### src/rtl/ma_pkg.sv
// ma_pkg: shared constants and FSM state encoding for the moving-average
// sample streamer.
//   MA_DATA_W       sample / result width
//   MA_FIFO_AW      log2 of sample FIFO depth
//   MA_FILTER_POWER log2 of the averager tap count (16 taps)
//   MA_TIMEOUT      cycles allowed in WAIT_DONE before a sample is abandoned
package ma_pkg;

   localparam int MA_DATA_W       = 10;
   localparam int MA_FIFO_AW      = 3;
   localparam int MA_FILTER_POWER = 4;
   localparam int MA_TIMEOUT      = 31;

   typedef enum logic [1:0] {
      ST_IDLE      = 2'b00,
      ST_WAIT_DONE = 2'b01,
      ST_CAPTURE   = 2'b11
   } state_e;

endpackage

### src/rtl/ma_sample_streamer_if.sv
// ma_sample_streamer_if: bundles the three channels around the streamer.
//   sample in : s_data, s_valid -> s_ready, fifo_level
//   filter    : ma_data_o, ma_strobe_o -> ma_done_i, ma_avg_i
//   result    : r_data, r_valid -> r_ready
//   status    : busy, timeout_o
// The streamer connects through the slave modport; the surrounding logic
// (sample source, averager core, result consumer) uses master.
interface ma_sample_streamer_if
   import ma_pkg::*;
#(
   parameter int DATA_W  = MA_DATA_W,
   parameter int FIFO_AW = MA_FIFO_AW
);

   logic [DATA_W-1:0]  s_data;
   logic               s_valid;
   logic               s_ready;
   logic [FIFO_AW:0]   fifo_level;
   logic [DATA_W-1:0]  ma_data_o;
   logic               ma_strobe_o;
   logic               ma_done_i;
   logic [DATA_W-1:0]  ma_avg_i;
   logic [DATA_W-1:0]  r_data;
   logic               r_valid;
   logic               r_ready;
   logic               busy;
   logic               timeout_o;

   modport slave (
      input  s_data, s_valid, ma_done_i, ma_avg_i, r_ready,
      output s_ready, fifo_level, ma_data_o, ma_strobe_o,
             r_data, r_valid, busy, timeout_o
   );

   modport master (
      output s_data, s_valid, ma_done_i, ma_avg_i, r_ready,
      input  s_ready, fifo_level, ma_data_o, ma_strobe_o,
             r_data, r_valid, busy, timeout_o
   );

endinterface

### src/rtl/ma_sync_fifo.sv
// ma_sync_fifo: single-clock FIFO, depth 2**FIFO_AW, async active-high reset.
//   push/din  write request and data (ignored when full)
//   pop/dout  read request (ignored when empty); dout shows the head
//   full, empty, level  occupancy flags and count 0..depth
// No pass-through: full is based on the stored count only, so a pop in the
// same cycle does not make room for a push.
module ma_sync_fifo
   import ma_pkg::*;
#(
   parameter int DATA_W  = MA_DATA_W,
   parameter int FIFO_AW = MA_FIFO_AW
) (
   input  logic              clk,
   input  logic              reset,
   input  logic              push,
   input  logic              pop,
   input  logic [DATA_W-1:0] din,
   output logic [DATA_W-1:0] dout,
   output logic              full,
   output logic              empty,
   output logic [FIFO_AW:0]  level
);

   localparam int DEPTH = 1 << FIFO_AW;

   logic [DATA_W-1:0]  mem [DEPTH];
   logic [FIFO_AW-1:0] wr_ptr;
   logic [FIFO_AW-1:0] rd_ptr;
   logic [FIFO_AW:0]   count;
   logic               do_push;
   logic               do_pop;

   assign full    = (count == (FIFO_AW+1)'(DEPTH));
   assign empty   = (count == '0);
   assign level   = count;
   assign dout    = mem[rd_ptr];
   assign do_push = push && !full;
   assign do_pop  = pop && !empty;

   always_ff @(posedge clk or posedge reset) begin
      if (reset) begin
         wr_ptr <= '0;
         rd_ptr <= '0;
         count  <= '0;
      end else begin
         if (do_push) wr_ptr <= wr_ptr + 1'b1;
         if (do_pop)  rd_ptr <= rd_ptr + 1'b1;
         case ({do_push, do_pop})
            2'b10:   count <= count + 1'b1;
            2'b01:   count <= count - 1'b1;
            default: count <= count;
         endcase
      end
   end

   always_ff @(posedge clk) begin
      if (do_push) mem[wr_ptr] <= din;
   end

endmodule

### src/rtl/ma_sample_streamer.sv
// ma_sample_streamer: queues samples, hands them one at a time to the
// moving-average core with a one-cycle strobe, waits for its done strobe and
// captures the average into a valid/ready result register. A filter that
// never answers is abandoned after TIMEOUT cycles.
//   clk, reset  clock, async active-high reset
//   bus         ma_sample_streamer_if.slave (sample, filter, result, status)
//
// state      | meaning
// -----------+------------------------------------------------------------
// ST_IDLE    | no sample in flight; dispatch when FIFO non-empty and the
//            | result register is free or being drained this cycle
// ST_WAIT_DONE | sample presented; strobe high on first cycle; wait for done
// ST_CAPTURE | average valid on ma_avg_i this cycle; load result register
module ma_sample_streamer
   import ma_pkg::*;
#(
   parameter int DATA_W  = MA_DATA_W,
   parameter int FIFO_AW = MA_FIFO_AW,
   parameter int TIMEOUT = MA_TIMEOUT
) (
   input  logic clk,
   input  logic reset,
   ma_sample_streamer_if.slave bus
);

   localparam int TMR_W = (TIMEOUT < 1) ? 1 : $clog2(TIMEOUT + 1);

   state_e             state;
   state_e             state_nxt;
   logic [TMR_W-1:0]   timer;
   logic [DATA_W-1:0]  ma_data;
   logic               ma_strobe;
   logic [DATA_W-1:0]  r_data;
   logic               r_valid;
   logic               timeout_pulse;
   logic [DATA_W-1:0]  fifo_dout;
   logic               fifo_full;
   logic               fifo_empty;
   logic               dispatch;
   logic               capture;
   logic               abandon;

   ma_sync_fifo #(
      .DATA_W  (DATA_W),
      .FIFO_AW (FIFO_AW)
   ) u_fifo (
      .clk   (clk),
      .reset (reset),
      .push  (bus.s_valid),
      .pop   (dispatch),
      .din   (bus.s_data),
      .dout  (fifo_dout),
      .full  (fifo_full),
      .empty (fifo_empty),
      .level (bus.fifo_level)
   );

   always_ff @(posedge clk or posedge reset) begin
      if (reset) state <= ST_IDLE;
      else       state <= state_nxt;
   end

   // Done is ignored during the strobe cycle; the filter has not yet seen
   // the sample. Done beats the timeout when both land in the same cycle.
   always_comb begin
      state_nxt = state;
      dispatch  = 1'b0;
      capture   = 1'b0;
      abandon   = 1'b0;
      case (state)
         ST_IDLE: begin
            if (!fifo_empty && (!r_valid || bus.r_ready)) begin
               dispatch  = 1'b1;
               state_nxt = ST_WAIT_DONE;
            end
         end
         ST_WAIT_DONE: begin
            if (bus.ma_done_i && !ma_strobe) begin
               state_nxt = ST_CAPTURE;
            end else if (timer == TMR_W'(TIMEOUT)) begin
               abandon   = 1'b1;
               state_nxt = ST_IDLE;
            end
         end
         ST_CAPTURE: begin
            capture   = 1'b1;
            state_nxt = ST_IDLE;
         end
         default: state_nxt = ST_IDLE;
      endcase
   end

   // ma_data is only loaded on dispatch, so it stays put through WAIT_DONE,
   // CAPTURE (the filter shifts it in on its done cycle) and IDLE.
   always_ff @(posedge clk or posedge reset) begin
      if (reset) begin
         timer         <= '0;
         ma_data       <= '0;
         ma_strobe     <= 1'b0;
         r_data        <= '0;
         r_valid       <= 1'b0;
         timeout_pulse <= 1'b0;
      end else begin
         ma_strobe     <= dispatch;
         timeout_pulse <= abandon;
         if (dispatch) begin
            ma_data <= fifo_dout;
            timer   <= '0;
         end else if (state == ST_WAIT_DONE) begin
            timer <= timer + 1'b1;
         end
         if (capture) begin
            r_data  <= bus.ma_avg_i;
            r_valid <= 1'b1;
         end else if (r_valid && bus.r_ready) begin
            r_valid <= 1'b0;
         end
      end
   end

   assign bus.s_ready     = !fifo_full;
   assign bus.ma_data_o   = ma_data;
   assign bus.ma_strobe_o = ma_strobe;
   assign bus.r_data      = r_data;
   assign bus.r_valid     = r_valid;
   assign bus.busy        = (state != ST_IDLE);
   assign bus.timeout_o   = timeout_pulse;

endmodule

### src/flat_wrapper.sv
// flat-port wrapper written by rule: the top's interface ports become plain ports
module ma_sample_streamer_flat import ma_pkg::*;
#(
   parameter int DATA_W  = MA_DATA_W,
   parameter int FIFO_AW = MA_FIFO_AW,
   parameter int TIMEOUT = MA_TIMEOUT
)
  (clk, reset, bus_s_data, bus_s_valid, bus_ma_done_i, bus_ma_avg_i, bus_r_ready, bus_s_ready, bus_fifo_level, bus_ma_data_o, bus_ma_strobe_o, bus_r_data, bus_r_valid, bus_busy, bus_timeout_o);
  ma_sample_streamer_if #(.DATA_W(DATA_W), .FIFO_AW(FIFO_AW)) bus_i ();
  input  logic clk;
  input  logic reset;
  input wire logic [$bits(bus_i.s_data)-1:0] bus_s_data;
  input wire logic [$bits(bus_i.s_valid)-1:0] bus_s_valid;
  input wire logic [$bits(bus_i.ma_done_i)-1:0] bus_ma_done_i;
  input wire logic [$bits(bus_i.ma_avg_i)-1:0] bus_ma_avg_i;
  input wire logic [$bits(bus_i.r_ready)-1:0] bus_r_ready;
  output wire logic [$bits(bus_i.s_ready)-1:0] bus_s_ready;
  output wire logic [$bits(bus_i.fifo_level)-1:0] bus_fifo_level;
  output wire logic [$bits(bus_i.ma_data_o)-1:0] bus_ma_data_o;
  output wire logic [$bits(bus_i.ma_strobe_o)-1:0] bus_ma_strobe_o;
  output wire logic [$bits(bus_i.r_data)-1:0] bus_r_data;
  output wire logic [$bits(bus_i.r_valid)-1:0] bus_r_valid;
  output wire logic [$bits(bus_i.busy)-1:0] bus_busy;
  output wire logic [$bits(bus_i.timeout_o)-1:0] bus_timeout_o;
  assign bus_i.s_data = bus_s_data;
  assign bus_i.s_valid = bus_s_valid;
  assign bus_i.ma_done_i = bus_ma_done_i;
  assign bus_i.ma_avg_i = bus_ma_avg_i;
  assign bus_i.r_ready = bus_r_ready;
  assign bus_s_ready = bus_i.s_ready;
  assign bus_fifo_level = bus_i.fifo_level;
  assign bus_ma_data_o = bus_i.ma_data_o;
  assign bus_ma_strobe_o = bus_i.ma_strobe_o;
  assign bus_r_data = bus_i.r_data;
  assign bus_r_valid = bus_i.r_valid;
  assign bus_busy = bus_i.busy;
  assign bus_timeout_o = bus_i.timeout_o;
  ma_sample_streamer #(.DATA_W(DATA_W), .FIFO_AW(FIFO_AW), .TIMEOUT(TIMEOUT)) u_core (.clk(clk), .reset(reset), .bus(bus_i));
endmodule
### config.mk
export PLATFORM = sky130hd
export DESIGN_NAME = ma_sample_streamer_flat
export DESIGN_NICKNAME = d
export VERILOG_FILES = /design/src/rtl/ma_pkg.sv /design/src/rtl/ma_sample_streamer_if.sv /design/src/rtl/ma_sync_fifo.sv /design/src/rtl/ma_sample_streamer.sv /design/src/flat_wrapper.sv
export SDC_FILE = /design/constraint.sdc
export NUM_CORES = 1
export LEC_CHECK = 0
export BUFFER_PORTS_ARGS = -buffer_cell sky130_fd_sc_hd__buf_4
export CORE_ASPECT_RATIO = 1.5
export CORE_MARGIN = 10
export CORE_UTILIZATION = 30
export DETAILED_ROUTE_END_ITERATION = 16
export GPL_TIMING_DRIVEN = 0
export PLACE_DENSITY = 0.46
export SLEW_MARGIN = 10
export SYNTH_ARGS = -nofsm -noshare
export SYNTH_HDL_FRONTEND = slang
export SYNTH_SLANG_ARGS = --single-unit
### constraint.sdc
create_clock -name clk -period 5.6 [get_ports clk]
set_clock_uncertainty 0.15 [all_clocks]
set_input_delay 1.12 -clock clk [delete_from_list [all_inputs] [get_ports clk]]
set_output_delay 1.12 -clock clk [all_outputs]
set_load 0.005 [all_outputs]
### Word level (Yosys, flattened, before mapping)

Memories as Yosys holds them, arrays and structs flattened. A register that Yosys moved wholly into a read port is not among the register bits.
Cells that the tools add are included.

| cells by class | value |
|---|---|
| $add $sub $neg | 5 |
| multipliers | 0 |
| div/mod/pow operators | 0 |
| order comparisons | 0 |
| equality and inequality tests | 8 |
| shifts and indexed selects | 0 |
| muxes and demuxes | 17 |
| bitwise operators | 0 |
| reduce and logical (&&, ||, !) cells | 17 |

Operators with widths:

| operator | number |
|---|---|
| two-way mux 1 bit | 10 |
| two-way mux 5 bit | 2 |
| one-hot mux 4 bit (2 select lines) | 1 |
| nonzero test 2 bit | 4 |
| adder 3 x 1 -> 3 bit (second input constant) | 2 |
| two-way mux 2 bit | 3 |
| adder 5 x 1 -> 5 bit (second input constant) | 1 |
| == test 5 bit (second input constant) | 1 |
| logical AND 1 bit | 5 |
| adder 4 x 1 -> 4 bit (second input constant) | 1 |
| == test 2 x 1 -> 1 bit (second input constant) | 2 |
| == test 2 bit (second input constant) | 2 |
| == test 4 bit (second input constant) | 1 |
| zero test 1 bit | 4 |
| zero test 4 bit | 1 |
| one-hot mux 2 bit (2 select lines) | 1 |
| subtractor 4 x 1 -> 4 bit (second input constant) | 1 |
| inequality test 3 x 1 -> 1 bit (second input constant) | 1 |
| zero test 2 bit | 1 |
| inequality test 2 x 1 -> 1 bit (second input constant) | 1 |
| AND reduction 2 bit | 1 |
| logical OR 1 bit | 1 |

| storage, ports and cells | value |
|---|---|
| flip-flop bits (word level) | 30 |
| latch bits | 0 |
| memory bits (writable) | 80 |
| ROM bits | 0 |
| input port bits | 25 |
| output and inout bits | 29 |
| word-level logic and storage cells | 57 |
| memories | 1 |

Memories:

| name | depth | width | rd ports | clocked after memory_dff | write ports | RTL line | RTL |
|---|---|---|---|---|---|---|---|
| u_core.u_fifo.mem | 8 | 10 | 1 | 1 | 1 | ma_sync_fifo.sv:26 | `logic [DATA_W-1:0] mem [DEPTH];` |

### Longest topological paths before layout

Gate-level depths: netlist (run 1).

| logic depth | value |
|---|---|
| depth in word-level cells | 8 |
| gate-level depth with buffers | 12 |
| mapped depth without buffers | 9 |

### Modules after synthesis

Synthesis (run 1) repeated with hierarchy kept, for this count alone.

| second synthesis, totals | value |
|---|---|
| cells, all modules | 270 |
| area, all modules | 4917.2 µm² |

Modules (own cells, without submodules):

| module | times used | cells each | area an instance (µm²) | seq. area each (µm²) |
|---|---|---|---|---|
| ma_sync_fifo | 1 | 183 | 3692.3 | 2652.5 |
| ma_sample_streamer | 1 | 87 | 1224.9 | 750.7 |

### Worst setup path before layout (run 1)

No wires, ideal clock.

| path | value |
|---|---|
| kind | input -> register |
| start | in bus_r_ready |
| end | reg u_core.u_fifo.count[2] (netlist: u_core.u_fifo.level[2]) |
| library setup time | 0.132 ns |
| data arrival time | 2.722 ns |
| data required time | 5.318 ns |
| setup slack | 2.596 ns |
| cell stages on the path | 11 |
| path through | nor2b_1 > nor3_2 > buf_4 > buf_6 > ha_1 > xor2_1 > ha_1 > a21oi_1 > xor2_1 > nor2_1 > xor2_1 |

| on the way | value |
|---|---|
| cells in the longest elaborated chain, start to end | 7 |

Ends and longest elaborated chain:

| item | RTL line | RTL |
|---|---|---|
| start, declared | flat_wrapper.sv:16 | `input wire logic [$bits(bus_i.r_ready)-1:0] bus_r_ready;` |
| logical OR 1 bit * | ma_sample_streamer.sv:72 | `if (!fifo_empty && (!r_valid \|\| bus.r_ready)) begin` |
| logical AND 1 bit * | ma_sample_streamer.sv:72 |  |
| two-way mux 1 bit * | ma_sample_streamer.sv:72 |  |
| two-way mux 1 bit * | ma_sample_streamer.sv:70 | `case (state)` |
| logical AND 1 bit * | ma_sync_fifo.sv:38 | `assign do_pop = pop && !empty;` |
| net u_core.u_fifo.do_pop | ma_sync_fifo.sv:31 | `logic do_pop;` |
| == test 2 x 1 -> 1 bit / == test 2 bit (equally long branches) | ma_sync_fifo.sv:48 | `case ({do_push, do_pop})` |
| one-hot mux 4 bit (2 select lines) / nonzero test 2 bit (equally long branches) | -- |  |
| end signal, assigned | ma_sync_fifo.sv:49 | `2'b10: count <= count + 1'b1;` |
| end signal, assigned | ma_sync_fifo.sv:50 | `2'b01: count <= count - 1'b1;` |
| end signal, assigned | ma_sync_fifo.sv:51 | `default: count <= count;` |
| end, declared | ma_sync_fifo.sv:29 | `logic [FIFO_AW:0] count;` |

Mark *: on every way through the listed nets, which the timed path passes. The rest lies on a longest branch.
A chain may end at the register's enable or synchronous reset.

### Worst setup path after layout (run 1)

| path | value |
|---|---|
| start | reg u_core.u_fifo.count[0] (netlist: u_core.u_fifo.level[0]) |
| end | out bus_s_ready |

| on the way | value |
|---|---|
| cells in the longest elaborated chain, start to end | 2 |

Ends and longest elaborated chain:

| item | RTL line | RTL |
|---|---|---|
| == test 4 bit | ma_sync_fifo.sv:33 | `assign full = (count == (FIFO_AW+1)'(DEPTH));` |
| zero test 1 bit | ma_sample_streamer.sv:121 | `assign bus.s_ready = !fifo_full;` |
| end, declared | flat_wrapper.sv:17 | `output wire logic [$bits(bus_i.s_ready)-1:0] bus_s_ready;` |

No other way between the ends.

==> impl_metrics.py, run 1 <==
metrics = {
    "outcome": {
        "outcome": "finished, final reports clean",
    },
    "synthesis": {
        "synth_commonest_cells": "edfxtp_1, dfrtp_1, nor2_1, mux4_2, a21oi_1",
        "synth_top_area_cell": "edfxtp_1",
        "synth_area_leaders": "edfxtp_1, dfrtp_1, mux4_2",
        "synth_most_common_cell": "edfxtp_1",
        "synth_area_per_cell_um2": 17.8,
        "synth_flop_cell": "edfxtp_1",
        "yosysUniqueCellTypes": 35,
        "ys_warn_count": 0,
        "ys_seq_area_frac": 0.713,
        "syn_area_um2": 4770,
        "synthCells": 268,
        "synth_edf_count": 80,
        "synth_fp_nets": 300,
        "synth_seq_cells": 120,
        "async_reset_ff_frac": 0.333,
        "yosysTopAreaCellShare": 0.504,
    },
    "clock_tree": {
        "cts-htree-levels": 4,
        "clkTransAtPathRegs_ns": 0.06,
        "cts_root_buffer": "clkbuf_16",
        "cts_tree": "built",
        "cts_buffer_depth": 2,
        "cts_setup_buffers": 0,
        "ctsHoldBuffers": 0,
        "cts.sinks": 120,
        "numCtsBuffers": 17,
        "clkLatencyLatePin_ns": 0.41,
        "ctsResizeCount": 0,
    },
    "power": {
        "power_mw": 3.47,
        "p_sw_frac": 0.307,
        "p_leak_nw": 2.29,
        "ir_worst_vdd_mv": 0.190,
        "p_int_mw": 2.40,
        "p_per_area_nw_per_um2": 572,
        "comb_power_share": 0.315,
        "p_sw_mw": 1.06,
        "power.share.clock": 0.303,
        "seqPwrFrac": 0.381,
    },
    "critical_path": {
        "arrival_ns": 1.68,
        "cp_max_fo": 7,
        "crit_required_ns": 4.33,
        "setup.worst_path.end_class": "output port",
        "critical-path-top-delay-family": "simple AND/OR/NAND/NOR gates",
        "path_buf_inv": 1,
        "cp-start-kind": "register",
        "critPathKind": "register to output port",
        "max_stage_delay_ns": 0.63,
        "path_cells": "or4b_4 > buf_4",
        "cp_slowest_cell": "or4b_4",
    },
    "detailed_routing": {
        "initialDrtViolationCount": 153,
        "wl_um": 10300,
        "drc": 0,
        "ant_nets": 0,
        "drt_first_pass_iters": 4,
        "wl_per_cell_um": 18.3,
        "vias": 2528,
        "via_per_inst": 4.52,
    },
    "sta": {
        "finalCritPeriodShare": 0.527,
        "min_period_ns": 2.95,
        "slew_viol_final": 0,
        "rsz0062_at_grt": "false",
        "final.setup.tns_ns": 0,
        "finalSetupViolCount": 0,
        "maxClockFrequency_mhz": 339,
        "relSlewSlack": 0.199,
        "tightest_slew_ns": 1.20,
        "hold_violations": 0,
    },
    "layout": {
        "final_net_count": 375,
        "drive_gt1_frac": 0.388,
        "area_growth_pct": 26.9,
        "fill_cells": 1461,
        "diodes": 0,
    },
    "grt": {
        "grt_max_degree": 25,
        "antenna_found_initial": 0,
        "grt_pass1_vias": 2714,
        "grt-ovfl-total": 0,
        "grtUsageTotal": 0.0997,
        "grt_first_pass_wirelength_um": 15800,
    },
    "hold_path": {
        "hold_class": "register to register",
    },
    "floorplan": {
        "start_util": 0.305,
        "dieArea_um2": 21500,
        "dieHeight_um": 174,
        "io_pins": 54,
        "rows": 56,
        "core_region_area_um2": 15600,
        "dieWidth_um": 123,
    },
    "placement": {
        "place_congestion": 0.687,
        "dp_hpwl_um": 6890,
        "portBuffers": 53,
    },
    "flow_run": {
        "max_cap_viol_count": 0,
    },
}
## through the flow
step,area (um2),std cells,worst slack (ns),utilization,hold slack (ns)
detailed placement,5470,527,2.29,0.350,0.344
floorplan,4770,268,2.60,-,0.301
finish,6060,559,2.65,0.388,0.352
global route,6060,559,2.56,0.388,0.359
global placement,5420,524,1.85,0.347,0.340
CTS,6050,559,2.61,0.387,0.356
## placed cells by master, fill, tap and decap left out, drive strengths merged
cell type	count
and3	1
nand3b	1
clkbuf	19
nand2b	5
nor3	5
clkinv	4
mux4	20
nand3	3
clkinvlp	6
ha	7
buf	65
or4b	1
a21o	2
nor2b	1
edfxtp	80
nand2	11
o22ai	4
dfrtp	40
or2	2
xnor2	4
a21oi	12
nor2	21
xor2	5
mux2i	11
inv	5
nor4	1
nor3b	2
o21ai	2
a32oi	1
bufinv	2
mux2	13
## path summary, 6_finish.rpt
path	startpoint	endpoint	slack [ns]	cells past startpoint
worst min-delay path	u_core.state[1]	u_core.state[0]	0.35	1
worst max register to register	u_core.u_fifo.level[0]	u_core.u_fifo.level[2]	2.91	11
worst max-delay path	u_core.u_fifo.level[0]	bus_s_ready	2.65	2
worst min register to register	u_core.state[1]	u_core.state[0]	0.35	1
min in group asynchronous	reset	u_core.bus.r_data[6]	0.55	2
max in group asynchronous	reset	u_core.state[0]	4.28	3
## layout make-up
class	instances	area, um2	share of cell area
Sequential cell	120	3400	0.562
Tap cell	203	254	0.0419
Multi-Input combinational cell	135	1300	0.215
Clock inverter	14	150	0.0248
Clock buffer	18	429	0.0709
Timing Repair Buffer	56	437	0.0721
Inverter	3	11.3	0.00186
Buffer	10	67.6	0.0112
## worst reg2reg max path: stages, from the launching register on
cell and delay, ns:
dfrtp_1 0.48, nor4_4 0.39, nor3_2 0.09, buf_4 0.19, buf_6 0.16, ha_1 0.25, xor2_1 0.17, ha_1 0.18
a21oi_1 0.14, xor2_1 0.16, nor2_1 0.06, xor2_1 0.14
## routing by layer
layer,wire (um),GRT usage
met5,0,0
met3,666,0.0383
met1,3960,0.105
met4,107,0.0384
met2,5510,0.173
## flip-flops by register name, indices dropped and copies added, names as in the netlist
name,flops
u_core.u_fifo.mem,80
u_core.bus.timeout_o,1
u_core.state,2
u_core.bus.r_data,10
u_core.bus.r_valid,1
u_core.u_fifo.rd_ptr,3
u_core.bus.ma_strobe_o,1
u_core.timer,5
u_core.bus.ma_data_o,10
u_core.u_fifo.wr_ptr,3
u_core.u_fifo.level,4
## cells by family after synthesis
logic type	count (synthesis)	synth area share
xor gates and xnor gates	9	0.0165
DFF	120	0.713
and+or+nand+nor	54	0.0606
buffers and inverters	13	0.0165
AOI/OAI and AO/OA	21	0.0249
muxes	44	0.150
adders and majority gates	7	0.0184
## power groups by stage
stage	combinational (mW)	clock [mW]	sequential (mW)
after global placement	1.10	0	1.33
final	1.09	1.05	1.32
after detailed placement	1.12	0	1.34
after floorplan	0.711	0	1.32
after CTS	1.12	1.08	1.33
after global routing	1.21	1.12	1.35
Note: power is estimated with default switching activity, not from simulation.
==> run 2, diff against run 1 <==
--- a/config.mk
+++ b/config.mk
@@ -5,13 +5,14 @@
 export SDC_FILE = /design/constraint.sdc
 export NUM_CORES = 1
 export LEC_CHECK = 0
+export ABC_AREA = 1
 export BUFFER_PORTS_ARGS = -buffer_cell sky130_fd_sc_hd__buf_4
 export CORE_ASPECT_RATIO = 1.5
 export CORE_MARGIN = 10
 export CORE_UTILIZATION = 30
 export DETAILED_ROUTE_END_ITERATION = 16
 export GPL_TIMING_DRIVEN = 0
-export PLACE_DENSITY = 0.46
+export PLACE_DENSITY = 0.47
 export SLEW_MARGIN = 10
 export SYNTH_ARGS = -nofsm -noshare
 export SYNTH_HDL_FRONTEND = slang
==> constraint.sdc (replaced) <==
create_clock -name clk -period 2.63 [get_ports clk]
set_clock_uncertainty 0.15 [all_clocks]
set_input_delay 0.526 -clock clk [delete_from_list [all_inputs] [get_ports clk]]
set_output_delay 0.526 -clock clk [all_outputs]
set_load 0.005 [all_outputs]
==> impl_metrics.py, run 2 <==
metrics = {
    "outcome": {
        "outcome": "finished, final reports clean",
    },
    "sta": {
        "min_period_ns": 2.38,
        "final.setup.tns_ns": 0,
        "maxClockFrequency_mhz": 421,
        "hold_violations": 0,
        "relSlewSlack": 0.292,
        "slew_viol_final": 0,
        "finalCritPeriodShare": 0.904,
        "rsz0062_at_grt": "false",
        "layout_setup_ws_ns": 0.252,
        "tightest_slew_ns": 1.06,
        "finalSetupViolCount": 0,
    },
    "synthesis": {
        "ys_seq_area_frac": 0.689,
        "synth_edf_count": 80,
        "synth_top_area_cell": "edfxtp_1",
        "synth_top_family_by_area": "simple AND/OR/NAND/NOR gates",
        "synth_seq_cells": 120,
        "synthAdderAreaFrac": 0.0177,
        "synth_flop_cell": "edfxtp_1",
        "synthMuxAreaShare": 0.0228,
        "yosysTopAreaCellShare": 0.486,
        "synth_fp_nets": 465,
        "yosys.area_share.simple": 0.171,
        "async_reset_ff_frac": 0.333,
        "synth_most_common_cell": "nor2_1",
        "ys_warn_count": 0,
        "synth_area_per_cell_um2": 11.4,
        "synth_xor_area_frac": 0.00886,
        "yosysUniqueCellTypes": 29,
        "synth-compound-area-share": 0.0539,
        "synth_area_leaders": "edfxtp_1, dfrtp_1, nor2_1",
        "synthCells": 433,
        "syn_area_um2": 4940,
        "synth_commonest_cells": "nor2_1, edfxtp_1, nand2_1, o21ai_0, dfrtp_1",
    },
    "critical_path": {
        "r2r_cells": 5,
        "crit_required_ns": 2.50,
        "cp_max_fo": 10,
        "cp-start-kind": "register",
        "rrSetupSlack_ns": 0.25,
        "setup.worst_path.end_class": "register",
        "r2r_end": "u_core.u_fifo.mem[0][0]",
        "rr_startpoint": "u_core.u_fifo.level[0]",
        "arrival_ns": 2.25,
        "critPathKind": "register to register",
    },
    "grt": {
        "grt-ovfl-total": 0,
        "grt_max_degree": 33,
        "grt_first_pass_wirelength_um": 18400,
        "antenna_found_initial": 0,
        "grt_pass1_vias": 3317,
        "grtUsageTotal": 0.107,
    },
    "floorplan": {
        "core_region_area_um2": 16200,
        "rows": 57,
        "dieHeight_um": 177,
        "io_pins": 54,
        "dieArea_um2": 22100,
        "start_util": 0.305,
        "dieWidth_um": 125,
    },
    "layout": {
        "largest_register_ff_count": 80,
        "final_util": 0.387,
        "top_register": "u_core.u_fifo.mem",
        "diodes": 0,
        "final_common_cell": "nor2_1",
        "final_net_count": 539,
        "fill_cells": 1525,
        "mostFrequentLayoutCells": "nor2_1, edfxtp_1, nand2_1, buf_4, o21ai_0",
        "area_growth_pct": 26.9,
        "drive_gt1_frac": 0.235,
        "final_cell_area_um2": 6270,
        "fin_cells": 726,
    },
    "detailed_routing": {
        "via_per_inst": 4.49,
        "ant_nets": 0,
        "wl_per_cell_um": 15.8,
        "wl_um": 11400,
        "vias": 3257,
        "drt_first_pass_iters": 4,
        "drc": 0,
        "initialDrtViolationCount": 203,
    },
    "clock_tree": {
        "cts-htree-levels": 4,
        "cts_root_buffer": "clkbuf_16",
        "cts.sinks": 120,
        "numCtsBuffers": 17,
        "clkTransAtPathRegs_ns": 0.06,
        "cts_tree": "built",
        "cts_buffer_depth": 2,
        "cts_setup_buffers": 0,
        "clkLatencyLatePin_ns": 0.41,
    },
    "placement": {
        "placed_cell_area_um2": 5620,
        "place_congestion": 0.749,
        "place_inst": 693,
        "post-place-ws_ns": 0.120,
        "dp_hpwl_um": 8130,
        "portBuffers": 53,
    },
    "power": {
        "ir_worst_vdd_mv": 0.466,
        "p_per_area_nw_per_um2": 1260,
        "p_leak_nw": 2.57,
    },
    "hold_path": {
        "hold_class": "input port to register",
        "worstHoldPathCells": 2,
        "min_to": "u_core.bus.r_data[1]",
        "min_from": "bus_ma_avg_i[1]",
    },
    "flow_run": {
        "max_cap_viol_count": 0,
    },
}
==> run 2: cell count changes after synthesis, moves of 10 or more <==
| cell | previous run | this run |
|---|---|---|
| inv_1 | 3 | 16 |
| nand2_1 | 10 | 57 |
| nor2_1 | 21 | 99 |
| nand3_1 | 3 | 37 |
| mux2i_1 | 11 | 0 |
| o21ai_0 | 2 | 43 |
| a21oi_1 | 12 | 2 |
| mux4_2 | 20 | 0 |
==> run 2: layer usage <==
layer  track usage  vias to the layer above  wire length [um]
met4        0.0394                        0               153
li1              -                     1620                 -
met1         0.114                     1563              4670
met5             0                        -                 0
met2         0.194                       67              6110
met3        0.0342                        7               510
==> run 2: area by class of cell <==
cell class | count | area, um2 | share of cell area
clock inverter | 15 | 215 | 0.0343
sequential | 120 | 3400 | 0.543
tap | 206 | 258 | 0.0411
inverter | 20 | 77.6 | 0.0124
timing repair buffer | 55 | 428 | 0.0682
clock buffer | 17 | 425 | 0.0679
multi-input combinational | 275 | 1360 | 0.216
buffer | 18 | 106 | 0.0170
==> run 2: worst max path at each step <==
stage,start,endpoint,slack [ns],cells past startpoint
after CTS,u_core.u_fifo.level[0],u_core.u_fifo.mem[6][1],0.06,5
after floorplan,bus_r_ready,u_core.u_fifo.level[2],0.53,13
after global routing,u_core.u_fifo.level[2],u_core.u_fifo.mem[4][1],0.02,5
after detailed placement,u_core.u_fifo.level[0],u_core.u_fifo.mem[6][4],0.12,5
after global placement,bus_s_valid,u_core.u_fifo.mem[6][4],0.15,4
final,u_core.u_fifo.level[0],u_core.u_fifo.mem[0][0],0.25,5
==> run 2: power breakdown <==
| part | internal, mW | total, mW | switching, mW | leakage, nW |
|---|---|---|---|---|
| clock network | 1.61 | 2.48 | 0.869 | 0.310 |
| registers | 2.53 | 2.78 | 0.249 | 1.21 |
| logic | 1.07 | 2.64 | 1.58 | 1.04 |
| total | 5.20 | 7.90 | 2.69 | 2.57 |
==> run 2: what timing repair did <==
action	4_1_cts	5_1_grt
hold endpoints to repair	8	0
gates resized for setup	0	1
hold buffers	1	0
endpoints found under the setup margin	0	10
==> run 2: critical path, stage by stage (launching register included) <==
cell and delay [ns]:
dfrtp_1 0.46, nor2_2 0.09, nand3_2 0.07, nand2_1 0.13
or2_1 0.32, nor2_1 0.78
==> run 2: metrics by stage <==
stage / hold WS [ns] / power, mW
2_1_floorplan: 0.320 / 4.49
3_3_place_gp: 0.323 / 5.46
3_5_place_dp: 0.320 / 5.53
4_1_cts: 0.189 / 8.03
5_1_grt: 0.186 / 8.53
6_report: 0.210 / 7.90
==> run 2: cells by family (layout without fill, tap and decap cells) <==
family,Yosys count,in the layout
muxes,10,10
adders and majority gates,7,7
and+or+nand+nor,201,201
xor gates and xnor gates,5,5
buffers and inverters,38,125
AOI/OAI and AO/OA,52,52
DFF,120,120
==> run 3, diff against run 2 <==
--- a/config.mk
+++ b/config.mk
@@ -5,7 +5,6 @@
 export SDC_FILE = /design/constraint.sdc
 export NUM_CORES = 1
 export LEC_CHECK = 0
-export ABC_AREA = 1
 export BUFFER_PORTS_ARGS = -buffer_cell sky130_fd_sc_hd__buf_4
 export CORE_ASPECT_RATIO = 1.5
 export CORE_MARGIN = 10
@@ -17,3 +16,4 @@
 export SYNTH_ARGS = -nofsm -noshare
 export SYNTH_HDL_FRONTEND = slang
 export SYNTH_SLANG_ARGS = --single-unit
+export TNS_END_PERCENT = 10
==> constraint.sdc (replaced) <==
create_clock -name clk -period 2 [get_ports clk]
set_clock_uncertainty 0.15 [all_clocks]
set_input_delay 0.4 -clock clk [delete_from_list [all_inputs] [get_ports clk]]
set_output_delay 0.4 -clock clk [all_outputs]
set_load 0.005 [all_outputs]
==> impl_metrics.py, run 3 (synthesis gave the netlist of run 1 again) <==
metrics = {
    "detailed_routing": {
        "vias": 2633,
        "drt_first_pass_iters": 5,
        "initialDrtViolationCount": 205,
        "wl_um": 10700,
        "via_per_inst": 4.56,
        "ant_nets": 0,
        "drc": 0,
        "wl_per_cell_um": 18.5,
    },
    "power": {
        "power_mw": 10.2,
        "p_leak_nw": 2.41,
        "p_per_area_nw_per_um2": 1610,
        "p_sw_frac": 0.301,
        "p_sw_mw": 3.07,
        "power.share.clock": 0.297,
        "comb_power_share": 0.337,
        "seqPwrFrac": 0.366,
        "ir_worst_vdd_mv": 0.597,
        "p_int_mw": 7.13,
    },
    "clock_tree": {
        "cts_tree": "built",
        "cts_buffer_depth": 2,
        "clkLatencyLatePin_ns": 0.41,
        "cts_root_buffer": "clkbuf_16",
        "cts.sinks": 120,
        "clkTransAtPathRegs_ns": 0.05,
        "cts-htree-levels": 4,
        "numCtsBuffers": 17,
    },
    "layout": {
        "top_register": "u_core.u_fifo.mem",
        "area_growth_pct": 32.5,
        "final_cell_area_um2": 6320,
        "fin_cells": 577,
        "final_common_cell": "edfxtp_1",
        "fill_cells": 1442,
        "diodes": 0,
        "multi_input_area_um2": 1400,
        "register_area_um2": 3410,
        "final_net_count": 393,
        "largest_register_ff_count": 80,
        "mostFrequentLayoutCells": "edfxtp_1, buf_4, dfrtp_1",
        "drive_gt1_frac": 0.439,
    },
    "critical_path": {
        "r2r_end": "u_core.u_fifo.level[2]",
        "rr_startpoint": "u_core.u_fifo.level[1]",
        "crit_required_ns": 2.18,
        "cp_max_fo": 5,
        "cp-start-kind": "register",
        "arrival_ns": 2.48,
        "setup.worst_path.end_class": "register",
        "rrSetupSlack_ns": -0.30,
        "critPathKind": "register to register",
        "r2r_cells": 9,
    },
    "grt": {
        "grt_pass1_vias": 2830,
        "grtUsageTotal": 0.103,
        "antenna_found_initial": 0,
        "grt_first_pass_wirelength_um": 16500,
        "grt_max_degree": 36,
        "grt-ovfl-total": 0,
    },
    "floorplan": {
        "dieHeight_um": 174,
        "dieWidth_um": 123,
        "start_util": 0.305,
        "core_region_area_um2": 15600,
        "io_pins": 54,
        "rows": 56,
        "dieArea_um2": 21500,
    },
    "placement": {
        "placed_cell_area_um2": 5490,
        "portBuffers": 53,
        "place_congestion": 0.726,
        "place_inst": 527,
        "dp_hpwl_um": 7080,
    },
    "sta": {
        "tightest_slew_ns": 0.895,
        "layout_setup_ws_ns": -0.298,
        "hold-worst-slack_ns": 0.0727,
        "rsz0062_at_grt": "true",
        "slew_viol_final": 0,
        "finalSetupViolCount": 33,
        "finalCritPeriodShare": 1.15,
        "min_period_ns": 2.30,
        "hold_violations": 0,
        "relSlewSlack": 0.404,
        "maxClockFrequency_mhz": 435,
    },
    "flow_run": {
        "max_cap_viol_count": 0,
    },
    "hold_path": {
        "min_to": "u_core.u_fifo.mem[3][9]",
        "hold_class": "input port to register",
        "worstHoldPathCells": 1,
        "min_from": "bus_s_data[9]",
    },
    "outcome": {
        "violations": "setup timing",
        "outcome": "finished with violations",
    },
}
[run 3: changes by cell type in the layout (fill, tap and decap cells not counted), sizes merged, moves of 10 or more]
| cell | before | now |
|---|---|---|
| mux4 | 0 | 20 |
| o21ai | 47 | 2 |
| nand2 | 59 | 11 |
| nand3 | 38 | 3 |
| nor2 | 103 | 21 |
| a21oi | 2 | 12 |
| inv | 26 | 5 |
| buf | 63 | 82 |
| mux2i | 0 | 11 |
[run 3: area by class of cell]
type	count	share of cell area
inverters	3	0.00178
well taps	203	0.0402
plain buffers	8	0.00772
flip-flops and latches	120	0.539
multi-input cells	135	0.221
clock inverters	5	0.00831
repair buffers	76	0.0952
clock buffers	27	0.0865
[run 3: power by group through the flow]
stage / registers [mW] / logic [mW] / clock network (mW)
after CTS: 3.71 / 3.36 / 3.10
final: 3.73 / 3.44 / 3.03
after detailed placement: 3.75 / 3.18 / 0
after global placement: 3.72 / 3.11 / 0
after floorplan: 3.69 / 2.02 / 0
after global routing: 3.82 / 3.81 / 3.21
[run 3: how the worst max path moves through the flow]
stage / from / endpoint
after global placement: u_core.u_fifo.level[2] / u_core.u_fifo.mem[0][9]
after global routing: u_core.u_fifo.level[1] / u_core.u_fifo.level[2]
after floorplan: u_core.u_fifo.level[0] / u_core.u_fifo.level[2]
final: u_core.u_fifo.level[1] / u_core.u_fifo.level[2]
after CTS: u_core.u_fifo.level[1] / u_core.u_fifo.level[2]
after detailed placement: u_core.u_fifo.level[2] / u_core.u_fifo.mem[4][6]
[run 3: what timing repair did]
| item | 4_1_cts | 5_1_grt |
|---|---|---|
| hold buffers | 1 | 0 |
| pin swaps | 9 | 8 |
| gates resized for setup | 16 | 6 |
| buffers inserted | 7 | 13 |
| endpoints found under the setup margin | 75 | 86 |
| hold endpoints to repair | 34 | 0 |
[run 3: per-layer routing]
metal | up-vias | wire length, um | GRT usage
met2 | 75 | 5870 | 0.181
met3 | 10 | 646 | 0.0292
met4 | 0 | 173 | 0.0478
li1 | 1215 | - | -
met1 | 1333 | 4010 | 0.111
met5 | - | 0 | 0
[run 3: per-stage QoR]
| stage | util | TNS [ns] | setup slack, ns |
|---|---|---|---|
| floorplan | - | -4.47 | -0.337 |
| global placement | 0.348 | -57.41 | -1.22 |
| detailed placement | 0.351 | -34.80 | -0.647 |
| CTS | 0.397 | -3.70 | -0.373 |
| global route | 0.405 | -5.93 | -0.372 |
| finish | 0.405 | -2.11 | -0.298 |
[run 3: critical path: stages, from the launching register on]
cell	delay (ns)
dfrtp_2	0.44
or4b_4	0.59
nand2_4	0.11
ha_4	0.14
xor2_1	0.16
ha_2	0.19
a21oi_2	0.04
xor2_1	0.14
nor2_1	0.13
xor2_1	0.14
